## config.mk

```make
export PLATFORM = sky130hd
export DESIGN_NAME = alu_op_sequencer
export DESIGN_NICKNAME = d
export VERILOG_FILES = /design/src/rtl/alu_seq_pkg.sv /design/src/rtl/alu_seq_timer.sv /design/src/rtl/alu_op_sequencer.sv
export SDC_FILE = /design/constraint.sdc
export NUM_CORES = 1
export LEC_CHECK = 0
export CAP_MARGIN = 20
export CORE_UTILIZATION = 49
export CTS_BUF_LIST = sky130_fd_sc_hd__clkbuf_4
export DETAILED_ROUTE_END_ITERATION = 8
export PLACE_DENSITY_LB_ADDON = 0.1
export SETUP_SLACK_MARGIN = 0.4
export SYNTH_ARGS = -nofsm -noshare
export SYNTH_HDL_FRONTEND = slang
export SYNTH_SLANG_ARGS = --single-unit
```

## constraint.sdc

```tcl
create_clock -name clk -period 3.86 [get_ports clk]
set_input_delay 0.965 -clock clk [delete_from_list [all_inputs] [get_ports clk]]
set_output_delay 0.965 -clock clk [all_outputs]
set_load 0.01 [all_outputs]
```

## src/rtl/alu_seq_pkg.sv

```systemverilog
// Shared types and constants for the ALU request sequencer and its ALU peer.
// Opcode encodings here are the ones the serial ALU decodes from its opcode pin pairs.
package alu_seq_pkg;

    typedef enum logic [1:0] {
        OpAdd  = 2'b00,
        OpSub  = 2'b01,
        OpPar  = 2'b10,
        OpComp = 2'b11
    } alu_op_e;

    typedef enum logic [2:0] {
        StIdle,
        StArm,
        StOpa,
        StOpb,
        StWait,
        StResp,
        StRelease
    } seq_state_e;

    // RELEASE must last at least this long so the ALU can fall back to IDLE.
    localparam int unsigned RelMinCycles = 2;

endpackage

```

## src/rtl/alu_seq_timer.sv

```systemverilog
// Clear/enable counter that stops at and flags a terminal count.
// Used by alu_op_sequencer only when ALU_SEQ_TIMEOUT_EN is defined.
module alu_seq_timer #(
    parameter int unsigned TERMINAL = 15
) (
    input  logic clk,
    input  logic reset,
    input  logic clear,
    input  logic enable,
    output logic terminal
);

    localparam int unsigned CntW = (TERMINAL < 2) ? 1 : $clog2(TERMINAL + 1);

    logic [CntW-1:0] count_q;

    assign terminal = (count_q == CntW'(TERMINAL));

    always_ff @(posedge clk) begin
        if (reset || clear) begin
            count_q <= '0;
        end else if (enable && !terminal) begin
            count_q <= count_q + 1'b1;
        end
    end

endmodule

```

## src/rtl/alu_op_sequencer.sv

```systemverilog
// Serialises one ALU request onto the simple_alu pin protocol and returns its response.
// Optional WAIT-state abort is compiled in with the ALU_SEQ_TIMEOUT_EN macro.
module alu_op_sequencer
    import alu_seq_pkg::*;
#(
    parameter int unsigned DATA_WIDTH = 8,
    parameter int unsigned TIMEOUT    = 15
) (
    input  logic                  clk,
    input  logic                  reset,
    input  logic                  req_valid,
    output logic                  req_ready,
    input  logic [1:0]            req_op,
    input  logic [DATA_WIDTH-1:0] req_a,
    input  logic [DATA_WIDTH-1:0] req_b,
    output logic                  rsp_valid,
    input  logic                  rsp_ready,
    output logic [DATA_WIDTH-1:0] rsp_result,
    output logic                  rsp_overflow,
    output logic                  rsp_err,
    output logic                  alu_opcode_valid,
    output logic                  alu_opcode,
    output logic [DATA_WIDTH-1:0] alu_data,
    input  logic                  alu_done,
    input  logic                  alu_overflow,
    input  logic [DATA_WIDTH-1:0] alu_result
);

    localparam int unsigned RelCntW = $clog2(RelMinCycles + 1);

    seq_state_e            state_q, state_d;
    alu_op_e               op_q;
    logic [DATA_WIDTH-1:0] a_q, b_q;
    logic [DATA_WIDTH-1:0] result_q;
    logic                  overflow_q;
    logic [RelCntW-1:0]    rel_cnt_q;
    logic                  rel_low_q;
    logic                  rel_done;
    logic                  capture;
    logic                  abort;
    logic                  timeout;

`ifdef ALU_SEQ_TIMEOUT_EN
    logic timer_terminal;
    logic err_q;

    alu_seq_timer #(
        .TERMINAL(TIMEOUT)
    ) u_timer (
        .clk     (clk),
        .reset   (reset),
        .clear   (state_q == StOpb),
        .enable  (state_q == StWait),
        .terminal(timer_terminal)
    );

    assign timeout = timer_terminal && (state_q == StWait);
    assign rsp_err = err_q;

    always_ff @(posedge clk) begin
        if (reset) begin
            err_q <= 1'b0;
        end else if (capture) begin
            err_q <= 1'b0;
        end else if (abort) begin
            err_q <= 1'b1;
        end
    end
`else
    logic unused_timeout;
    assign unused_timeout = ^32'(TIMEOUT);
    assign timeout        = 1'b0;
    assign rsp_err        = 1'b0;
`endif

    // Leave RELEASE only after the minimum dwell and once done has been seen low.
    assign rel_done = (rel_cnt_q >= RelCntW'(RelMinCycles - 1)) && (rel_low_q || !alu_done);

    assign rsp_result   = result_q;
    assign rsp_overflow = overflow_q;

    always_comb begin
        state_d          = state_q;
        req_ready        = 1'b0;
        rsp_valid        = 1'b0;
        alu_opcode_valid = 1'b0;
        alu_opcode       = 1'b0;
        alu_data         = '0;
        capture          = 1'b0;
        abort            = 1'b0;
        unique case (state_q)
            StIdle: begin
                req_ready = 1'b1;
                if (req_valid) state_d = StArm;
            end
            StArm, StOpa: begin
                alu_opcode_valid = 1'b1;
                alu_data         = a_q;
                alu_opcode       = op_q[0];
                state_d          = (state_q == StArm) ? StOpa : StOpb;
            end
            StOpb: begin
                alu_opcode_valid = 1'b1;
                alu_data         = b_q;
                alu_opcode       = op_q[1];
                state_d          = StWait;
            end
            StWait: begin
                alu_opcode_valid = 1'b1;
                alu_data         = b_q;
                alu_opcode       = op_q[1];
                if (alu_done) begin
                    capture = 1'b1;
                    state_d = StResp;
                end else if (timeout) begin
                    abort   = 1'b1;
                    state_d = StResp;
                end
            end
            StResp: begin
                rsp_valid        = 1'b1;
                alu_opcode_valid = 1'b1;
                alu_data         = b_q;
                alu_opcode       = op_q[1];
                if (rsp_ready) state_d = StRelease;
            end
            StRelease: begin
                if (rel_done) state_d = StIdle;
            end
            default: state_d = StIdle;
        endcase
    end

    always_ff @(posedge clk) begin
        if (reset) begin
            state_q    <= StIdle;
            op_q       <= OpAdd;
            a_q        <= '0;
            b_q        <= '0;
            result_q   <= '0;
            overflow_q <= 1'b0;
            rel_cnt_q  <= '0;
            rel_low_q  <= 1'b0;
        end else begin
            state_q <= state_d;
            if (state_q == StIdle && req_valid) begin
                op_q <= alu_op_e'(req_op);
                a_q  <= req_a;
                b_q  <= req_b;
            end
            if (capture) begin
                result_q   <= alu_result;
                overflow_q <= alu_overflow;
            end else if (abort) begin
                result_q   <= '0;
                overflow_q <= 1'b0;
            end
            if (state_q != StRelease) begin
                rel_cnt_q <= '0;
                rel_low_q <= 1'b0;
            end else begin
                if (rel_cnt_q != RelCntW'(RelMinCycles)) rel_cnt_q <= rel_cnt_q + 1'b1;
                if (!alu_done) rel_low_q <= 1'b1;
            end
        end
    end

endmodule

```

Yosys cells after proc, flatten, opt, wreduce, memory -nomap -nowiden
Index checks and enable logic that the tools add are counted.
- bits in registers: 33
- word-level logic and storage cells: 47
- input bits: 32
- reductions and logical operators: 10
- $lt $le $gt $ge: 1
- eq/ne operators: 12
- $add $sub $neg: 1
- multiplexer cells: 15
- operators with widths (kind ; number):
    $pmux W3 S6 ; 1
    $pmux W8 S2 ; 1
    $mux W3 ; 4
    $ne A2 B2 Y1 const B ; 5
    $eq A3 B3 Y1 const B ; 3
    $mux W8 ; 1
    $mux W1 ; 7
    $eq A3 B2 Y1 const B ; 2
    $reduce_or A5 Y1 ; 1
    $reduce_and A4 Y1 ; 1
    $reduce_or A2 Y1 ; 2
    $eq A3 B1 Y1 const B ; 1
    $logic_not A3 Y1 ; 1
    $ne A3 B3 Y1 const B ; 1
    $reduce_or A3 Y1 ; 1
    $add A2 B1 Y2 const B ; 1
    $ge A2 B1 Y1 const B ; 1
    $logic_and A1 B1 Y1 ; 2
    $pmux W1 S2 ; 1
    $logic_not A1 Y1 ; 1
    $logic_or A1 B1 Y1 ; 1

Depth between registers and ports, before layout
- word-level depth: 5
- mapped depth: 6
- depth with buffers taken out: 5

Worst setup path after synthesis
OpenSTA, ideal clock, no wires.
- kind: register to output
- from: register state_q[1]
- to: output alu_data[0]
- stages on the path, launching flop included: 6
- path slack: 1645 ps
- buffers on the path: 2
- arrival: 1250 ps
- cell sequence: dfxtp_1 buf_4 buf_2 nand2_1 o21ai_1 a22o_1
- longest elaborated chain between the ends: 3
- elaborated cells on any way between the ends: 8
- classes of those cells: eq/ne (5); mux (1); reduce/logical (2)
- RTL lines (what ; line ; source):
    start, declared ; alu_op_sequencer.sv:31 ; seq_state_e state_q, state_d;
    start signal, assigned ; alu_op_sequencer.sv:136 ; state_q <= StIdle;
    start signal, assigned ; alu_op_sequencer.sv:145 ; state_q <= state_d;
    $eq A3 B3 Y1 (tied with other cells) ; alu_op_sequencer.sv:91 ; unique case (state_q)
    $reduce_or A3 Y1 (no source line) / $reduce_or A2 Y1 (equally long branches) ; n/a ;
    $pmux W8 S2 (*) ; alu_op_sequencer.sv:91 ;
    end, declared ; alu_op_sequencer.sv:23 ; output logic [DATA_WIDTH-1:0] alu_data,
Mark *: on every way between the ends. The rest lies on a longest branch, timed or not.

Final worst setup path
- from: register state_q[1]
- to: output alu_data[4]
Same word-level chain as after synthesis.

==> impl_metrics.csv <==
group,metric,value,unit
finish,final_core_util,0.7377,
detailed_routing,wl_per_cell,12.83,um
sta,setup_violations,0,
floorplan,ios,54,
clocking,cts_hold_buffers,0,
detailed_routing,num_vias,1364,
detailed_routing,drt_first_pass_iters,5,
hold_path,hold_path_class,"reg2reg",
sta,skew,0.006500,ns
floorplan,fp.dieW,56.33,um
global_route,groute.usage.overall,0.2203,
finish,fin_nets,260,
sta,worstMarginPinSlew,0.9006,ns
synthesis,synth_common_cells,"nand2_1 (55), dfxtp_1 (33), a21oi_1 (30), a22o_1 (9), clkbuf_1 (6)",
setup_path,cpPeakStageDelay,0.55,ns
synthesis,async_reset_ff_frac,0,
detailed_routing,ant_nets,0,
setup_path,start_kind,"register",
clocking,path_clk_slew,0.10,ns
synthesis,synth_top_area_share,0.4567,
place,placed_cells,250,
synthesis,yosysMostFrequentCell,"nand2_1",
synthesis,synth_ff_type,"dfxtp_1",
power,leakage,0.7479,nW
setup_path,critical-path-top-delay-family,"buffers and inverters",
clocking,post_cts_buffers,0,
global_route,grt_pass1_vias,1294,
clocking,clk_path_buf_depth,2,
setup_path,critPathBufInv,1,
synthesis,synth_cells,179,
synthesis,syn_area,1446,um^2
clocking,clk_latency,0.32,ns
clocking,clock-root-buffer,"clkbuf_4",
floorplan,die_y,56.33,um
place,placed_cell_area,1941,um^2
finish,synthToLayoutAreaGrowth,41.87,%
global_route,grt_max_degree,26,
status,status,"finished clean",
power,peakVddDrop,0.0004104,V
setup_path,cp-end-kind,"output pin",
detailed_routing,drt_iter0_drc,63,
floorplan,start_util,0.5200,
detailed_routing,wirelength,3310,um
power,fin_total_pwr,980.2,uW
detailed_routing,drc_errors,0,
power,powerDensity,477.7,nW/um^2
finish,diodes,0,
job,cap_violations,0,
global_route,grt_antenna_before_repair,0,
sta,setup_tns,0,ns
floorplan,die_area,3173,um^2
setup_path,worst_ep_arrival_time,2.26,ns
sta,hold_viol,0,
sta,rsz0062_at_grt,"false",
clocking,numCtsBuffers,5,
detailed_routing,vias_per_cell,5.287,
setup_path,slowest_stage,"clkdlybuf4s50_1",
setup_path,path_class,"reg2out",
floorplan,placementRows,19,
synthesis,ys_top_cells_by_area,"dfxtp_1 (46%), nand2_1 (14%), a21oi_1 (10%), a22o_1 (5.4%), ha_1 (1.7%)",
finish,design_area,2052,um^2
setup_path,path_cells,"xor2_1 > nor2b_2 > a22o_1 > clkdlybuf4s50_1",
synthesis,synth_edf_count,0,
setup_path,cp_max_fo,18,
place,gp_congestion,0.8201,
finish,nFillCells,219,
clocking,cts_tree,"built",
sta,relSlewSlack,0.3971,
finish,drive_above_1_share,0.06608,
global_route,grt_pass1_wl,5437,um
floorplan,core_area,2781,um^2
clocking,cts.sinks,33,
synthesis,synth_top_area_cell,"dfxtp_1",
synthesis,yosysSeqAreaShare,0.4567,
synthesis,syn_avg_cell_area,8.080,um^2
synthesis,ys_ff_latch,33,
place,port-buffer-count,52,
synthesis,synth.distinct_cells,30,
setup_path,required,2.89,ns
sta,maxSlewViolCount,0,
place,dp_hpwl,2328,um
synthesis,ys.warnings.count,0,
sta,period_share,0.8352,
clocking,htree_levels,2,
finish,finalNonFillerCells,258,
sta,fmax,310.2,MHz
sta,min_period,3.224,ns
global_route,overflow,0,
synthesis,syn_nets,213,
-- tightest hold or removal path: cells and delay by family (launching register included) --
kind,cells,cell delay (ns)
compound gates,1,0.05
simple gates,1,0.05
flops,1,0.32
-- final timing paths --
path                                     from       endpoint  depth (start not counted)  slack (ns)
worst max-delay path               state_q[1]    alu_data[4]                          4        0.64
worst min-delay path            rsp_result[3]  rsp_result[3]                          2        0.46
worst max register to register     state_q[2]         a_q[7]                          3        2.11
worst min register to register  rsp_result[3]  rsp_result[3]                          2        0.46
-- report_power, final --
part           switching (mW)  internal [mW]  total [mW]  leakage [nW]
logic                   0.120          0.127       0.246         0.423
clock network           0.115          0.201       0.315        0.0552
registers              0.0428          0.376       0.419         0.269
-- registers in the layout, indices dropped and copies added, names as in the netlist --
signal        cells
state_q           3
rsp_overflow      1
op_q              2
rel_cnt_q         2
b_q               8
rsp_result        8
rel_low_q         1
a_q               8
-- cell usage in the layout (no fill, tap or decap), types with 2 or more instances in the layout --
cell             instances
ha_1                     2
clkbuf_4                 5
nor2_1                   5
dfxtp_1                 31
nor2b_1                  2
clkdlybuf4s50_1         52
nor3_1                   2
nand2b_1                 3
a21oi_1                 30
nand3b_1                 3
a22o_1                   9
buf_4                    2
bufinv_16                2
nand2_1                 55
dfxtp_2                  2
xor2_1                   2
inv_1                    4
-- layer usage --
metal  wire [um]  track usage  vias to the layer above
li1            -            -                      694
met1        1408       0.2493                      623
met2        1635       0.3878                       39
met3         212      0.06221                        8
met4          53      0.09059                        0
met5           0            0                        -
-- metrics by stage --
step / setup slack [ns] / hold WS [ns]
2_1_floorplan: 1.645 / 0.4360
3_3_place_gp: 0.7482 / 0.4419
3_5_place_dp: 0.6412 / 0.4488
4_1_cts: 0.4255 / 0.4622
5_1_grt: 0.4715 / 0.4773
6_report: 0.6361 / 0.4612
-- cell families after synthesis --
group,Yosys count,share of synthesized area
and+or+nand+nor,76,0.2465
AOI/OAI and AO/OA,46,0.1920
DFF,33,0.4567
buffers and inverters,18,0.06574
adders and majority gates,2,0.01730
xor gates and xnor gates,2,0.01211
other,1,0.002593
muxes,1,0.006921
-- layout make-up --
cell class	instances	area [um^2]	share of cell area
flip-flops and latches	33	663.1	0.3232
clock inverters	3	65.06	0.03171
inverters	4	15.01	0.007317
repair buffers	54	535.5	0.2610
multi-input cells	128	696.9	0.3396
clock buffers	5	37.54	0.01829
well taps	31	38.79	0.01890
-- what timing repair did --
| item | CTS | global route |
|---|---|---|
| gates resized for setup | 1 | 3 |
| setup endpoints to repair | 8 | 8 |
| pin swaps | 0 | 0 |
Note: power is estimated with default switching activity, not from simulation.
==> variant 1: new RTL, same flow settings <==
Change the parameter `DATA_WIDTH` from 8 to 12.
--- a/src/rtl/alu_op_sequencer.sv
+++ b/src/rtl/alu_op_sequencer.sv
@@ -3,7 +3,7 @@
 module alu_op_sequencer
     import alu_seq_pkg::*;
 #(
-    parameter int unsigned DATA_WIDTH = 8,
+    parameter int unsigned DATA_WIDTH = 12,
     parameter int unsigned TIMEOUT    = 15
 ) (
     input  logic                  clk,
Ports: changed (5 resized); port bits go from 54 to 74. No check against the original RTL was run, so the function may have changed too.
==> variant 1 against the unedited design <==
Sequential cell count rose by 12. Largest power group unchanged. Largest cell class unchanged. Worst setup slack got worse by 0.051 ns. Final area rose by 38%. Fmax fell by 1.6%. Power rose by 16%. Global-route usage rose by 0.85 points. Combinational power rose by 24%. Utilization fell by 3.2 points. Synthesized area rose by 41%. Wire length rose by 48%. Hold slack barely moved. Die area rose by 39%.
==> variant 1: results (changes against the unedited design) <==
Synthesis
  • Synth cell count leaders: nand2_1, dfxtp_1, a21oi_1, clkbuf_1, a22oi_1 (was nand2_1, dfxtp_1, a21oi_1, a22o_1, clkbuf_1)
  • Syn Inst Count: 273 (was 179)
  • Mux cell area share after synthesis: 3.81% (was 0.692%)
  • Distinct cells, synth: 33 (was 30)
  • Largest cells by area after synthesis: dfxtp_1, nand2_1, a21oi_1 (unchanged)
  • Adder-cell share of the synthesized area: 1.23% (was 1.73%)
  • Sequential fraction of the synthesis area: 44.2% (was 45.7%)
  • Syn Nets: 319 (was 213)
  • Ys async rst share: 0% (unchanged)
  • Post-synthesis compound-gate area fraction: 20.3% (was 19.2%)
  • XOR/XNOR Fraction of Synth Area: 0.860% (was 1.21%)

Pwr
  • Leakage: 1.00 nW (was 0.748 nW)
  • VDD IR-drop max: 0.000255 V (was 0.000410 V)
  • P_sw: 0.343 mW (was 0.277 mW)

Worst setup path
  • Critical Path AT: 2.31 ns (was 2.26 ns)
  • Critical path's top delay family: simple AND/OR/NAND/NOR gates (was buffers and inverters)
  • Crit-path max FO: 16 (was 18)
  • Critical-path top delay cell: clkdlybuf4s50_1 (unchanged)

Drt
  • First-pass DRT Iterations: 4 (was 5)
  • Final wirelength: 4.91 mm (was 3.31 mm)
  • Detail-routed via count per cell: 5.20 (was 5.29)
  • Initial DRC count: 124 (was 63)

Place
  • GP Congestion: 0.760 (was 0.820)
  • I/O Buffers: 72 (was 52)
  • Post-DP HPWL: 3.33 mm (was 2.33 mm)

Outcome
  • Status: finished, final reports clean (unchanged)

Cells and area
  • Fraction of layout cells with a size suffix above 1: 6.01% (was 6.61%)
  • Fin cells: 383 (was 258)
  • Fillcell total: 353 (was 219)

GRT
  • Vias in the first global route: 1,748 (was 1,294)
  • GRT Overall Usage: 22.9% (was 22.0%)
  • First-pass GRT wire length: 7.63 mm (was 5.44 mm)
  • Met2 Resource Use GR: 36.6% (was 38.8%)
  • Met1 Track Usage GR: 28.8% (was 24.9%)
  • Largest net degree at the start of global routing: 44 (was 26)
  • GR Layer Usage met3: 5.82% (was 6.22%)

Clock tree
  • Worst skew pair latency: 0.36 ns (was 0.32 ns)

STA
  • # setup viols final: 0 (unchanged)
  • Rel. slew slack: 37.4% (was 39.7%)
## variant 1: final cells by class
class / count / area, sq um / share of cell area, %
clock inverters: 2 / 33.8 / 1.20
repair buffers: 75 / 743 / 26.3
well taps: 50 / 62.6 / 2.22
flip-flops and latches: 45 / 902 / 31.9
multi-input cells: 200 / 1020 / 36.1
clock buffers: 6 / 45.0 / 1.60
inverters: 5 / 18.8 / 0.665
## variant 1: worst paths after layout
path,cells after the start,startpoint,slack (ns),end
worst max-delay path,5,state_q[0],0.59,alu_data[5]
worst min-delay path,2,rsp_result[0],0.46,rsp_result[0]
worst max register to register,5,state_q[1],1.92,a_q[0]
worst min register to register,2,rsp_result[0],0.46,rsp_result[0]
## variant 1: cells by family after synthesis
family,after synthesis
adder cells (fa/ha/maj),2
multiplexers,7
XOR/XNOR,2
AND/OR/NAND/NOR,115
AO/OA/AOI/OAI,73
flip-flops,45
other,1
buffers and inverters,28
## variant 1: power groups by stage
stage                     combinational [mW]  clock [mW]  sequential (mW)
final                                  0.305       0.292            0.538
after global routing                   0.336       0.315            0.543
after CTS                              0.305       0.297            0.537
after detailed placement               0.304           0            0.547
after global placement                 0.299           0            0.546
after floorplan                        0.190           0            0.537
## variant 1: routing by layer
metal | routed length (microns) | vias up
li1 | - | 1026
met4 | 88 | 0
met2 | 2290 | 60
met5 | 0 | -
met1 | 2250 | 896
met3 | 279 | 9
## variant 1: through the flow
step / cell area, sq um / util [%]
2_1_floorplan: 2040 / -
3_3_place_gp: 2740 / 68.5
3_5_place_dp: 2740 / 68.5
4_1_cts: 2820 / 70.5
5_1_grt: 2820 / 70.6
6_report: 2820 / 70.6
## variant 1: tightest hold or removal path, stage by stage (launching register included)
cell     delay [ns]
dfxtp_1        0.33
nand2_1        0.05
a21oi_1        0.05
==> variant 2: new RTL, same settings <==
Made on the original files. Put one more register stage on the output `rsp_overflow`, with the module's reset. The value now appears one clock later. The other outputs are not delayed to match.
--- a/src/rtl/alu_op_sequencer.sv
+++ b/src/rtl/alu_op_sequencer.sv
@@ -77,7 +77,13 @@
     assign rel_done = (rel_cnt_q >= RelCntW'(RelMinCycles - 1)) && (rel_low_q || !alu_done);
 
     assign rsp_result   = result_q;
-    assign rsp_overflow = overflow_q;
+    always_ff @(posedge clk) begin
+        if (reset) begin
+            rsp_overflow <= '0;
+        end else begin
+            rsp_overflow <= overflow_q;
+        end
+    end
 
     always_comb begin
         state_d          = state_q;
Behaviour: not the same (a bounded check fails within 10 cycles, from zero or initial values and one cycle with reset high).
==> variant 2 against the unedited design <==
The run now ends with DRC left. Fmax fell by 1.8%. Via count is 1.5% higher. Wire length increased by 0.63%. Power up 9.4%. Sequential share of layout area up 1.3 points. Clock power shrank 39%. Sequential cell count is 1 higher. Synthesized cell count did not move. Count of clock-buffer cells in the layout grew 2. Non-clock buffer count unchanged. Worst setup slack got worse by 0.059 ns. Synthesized area is 1.6% higher. Hold slack worse by 0.00087 ns. Final area is 1.0% lower. Critical endpoint unchanged.
==> variant 2: results (changes against the unedited design) <==
GRT
  • Largest net degree at the start of global routing: 24 (was 26)
  • Antenna violations before repair: 0 (unchanged)
  • Vias in the first global route: 1,328 (was 1,294)
  • GRT Overall Usage: 22.3% (was 22.0%)
  • First-pass GRT wire length: 5.57 mm (was 5.44 mm)

Synthesis
  • Sequential fraction of the synthesis area: 46.3% (was 45.7%)
  • Distinct cells, synth: 34 (was 30)
  • Leading register cell type out of synthesis: dfxtp_1 (unchanged)
  • Largest cells by area after synthesis: dfxtp_1, nand2_1, a21oi_1 (unchanged)
  • Syn Nets: 213 (unchanged)
  • Avg Cell Area, Syn: 8.21 sq um (was 8.08 sq um)
  • Synth cell count leaders: nand2_1, dfxtp_1, a21oi_1, a22o_1, nor2_1 (was nand2_1, dfxtp_1, a21oi_1, a22o_1, clkbuf_1)

Outcome
  • Failing checks: DRC
  • Status: complete, but fails checks (was finished, final reports clean)

Pwr
  • Switch share: 35.5% (was 28.3%)
  • Leakage: 0.745 nW (was 0.748 nW)
  • VDD IR-drop max: 0.000288 V (was 0.000410 V)

Clock tree
  • Root buffer cell: clkbuf_4 (unchanged)
  • Num CTS Buffers: 5 (unchanged)
  • Htree depth: 2 (unchanged)
  • Reg clk slew, reported paths: 0.09 ns
  • CTS max path bufs: 2 (unchanged)
  • # Post-CTS Setup Buffers: 0 (unchanged)
  • Worst skew pair latency: 0.33 ns
  • Hold_buf cts: 0 (unchanged)

STA
  • Achievable frequency: 305 MHz (was 310 MHz)
  • Clock skew: 0.00454 ns (was 0.00650 ns)
  • Max-slew violation count: 0 (unchanged)
  • Hold Slack: 0.460 ns (was 0.461 ns)
  • Rel. slew slack: 41.6% (was 39.7%)

Place
  • Placed Cells: 251 (was 250)
  • I/O Buffers: 52 (unchanged)
  • GP Congestion: 0.766 (was 0.820)
  • Post-DP HPWL: 2.40 mm (was 2.33 mm)
  • Cell area after placement: 0.00197 sq mm (was 0.00194 sq mm)
  • Dpl ws: 0.762 ns (was 0.641 ns)

Drt
  • # DRC: 4 (was 0)
  • Met3 wire len: 167 microns (was 212 microns)
  • Wire length on met1: 1.36 mm (was 1.41 mm)
  • Initial DRC count: 57 (was 63)
  • DR top layer: met4 (unchanged)
  • Metal2 WL: 1.74 mm (was 1.64 mm)
  • First-pass DRT Iterations: 6 (was 5)
  • Final wirelength: 3.33 mm (was 3.31 mm)
  • Detail-routed via count per cell: 5.37 (was 5.29)

Worst setup path
  • Critical Path AT: 2.32 ns (was 2.26 ns)
  • Worst R2R Setup Slack: 2.07 ns (was 2.11 ns)
  • Critical-path top delay cell: dfxtp_1 (was clkdlybuf4s50_1)
  • Crit-path max FO: 15 (was 18)
  • FF-to-FF path depth: 3 (unchanged)
  • CP peak stage delay: 0.66 ns (was 0.55 ns)

Min path
  • Worst hold stages: 2 (unchanged)
  • HP Start: b_q[3] (was rsp_result[3])
  • Hold EP: b_q[3] (was rsp_result[3])
  • Hold Crit Class: reg2reg (unchanged)

Cells and area
  • Fraction of layout cells with a size suffix above 1: 6.61% (unchanged)
  • Fin cells: 258 (unchanged)
==> variant 2: power by group through the flow <==
stage	logic, mW	registers [mW]	clock network, mW
CTS	0.398	0.479	0.195
detailed placement	0.394	0.486	0
global route	0.438	0.494	0.211
floorplan	0.285	0.448	0
global placement	0.384	0.482	0
finish	0.399	0.482	0.191
==> variant 2: area by class of cell <==
type                       instances  area, sq um  area share, %
clock buffer                       7         52.6           2.59
inverter                           3         11.3          0.555
sequential                        34          682           33.6
timing repair buffer              54          536           26.4
tap                               31         38.8           1.91
multi-input combinational        129          711           35.0
==> variant 2: worst max-delay path by stage <==
stage	start	endpoint	depth (start not counted)
2_1_floorplan	state_q[1]	alu_data[0]	4
3_3_place_gp	state_q[1]	alu_data[4]	4
3_5_place_dp	state_q[1]	alu_data[4]	4
4_1_cts	state_q[1]	alu_data[4]	4
5_1_grt	state_q[2]	alu_data[4]	3
6_report	state_q[2]	alu_data[4]	3
==> variant 2: per-layer routing <==
layer,GRT usage [%],up-vias
met5,0,-
met4,11.1,0
met3,5.99,9
met2,37.1,37
met1,26.5,640
li1,-,699
==> variant 2: critical path: cells and delay by family (launching register included) <==
| family | cells | cell delay [ns] |
|---|---|---|
| AOI/OAI and AO/OA | 1 | 0.21 |
| DFF | 1 | 0.66 |
| muxes | 1 | 0.57 |
| buffers and inverters | 1 | 0.55 |
==> variant 2: cell families (layout without fill, tap and decap cells) <==
family                     Yosys count  in the layout  share of synthesized area, %
xor gates and xnor gates             2              2                          1.19
adders and majority gates            2              2                          1.70
and+or+nand+nor                     77             77                          24.2
DFF                                 34             34                          46.3
buffers and inverters               16             64                          5.71
AOI/OAI and AO/OA                   44             44                          18.5
other                                1              1                         0.255
muxes                                3              3                          2.13
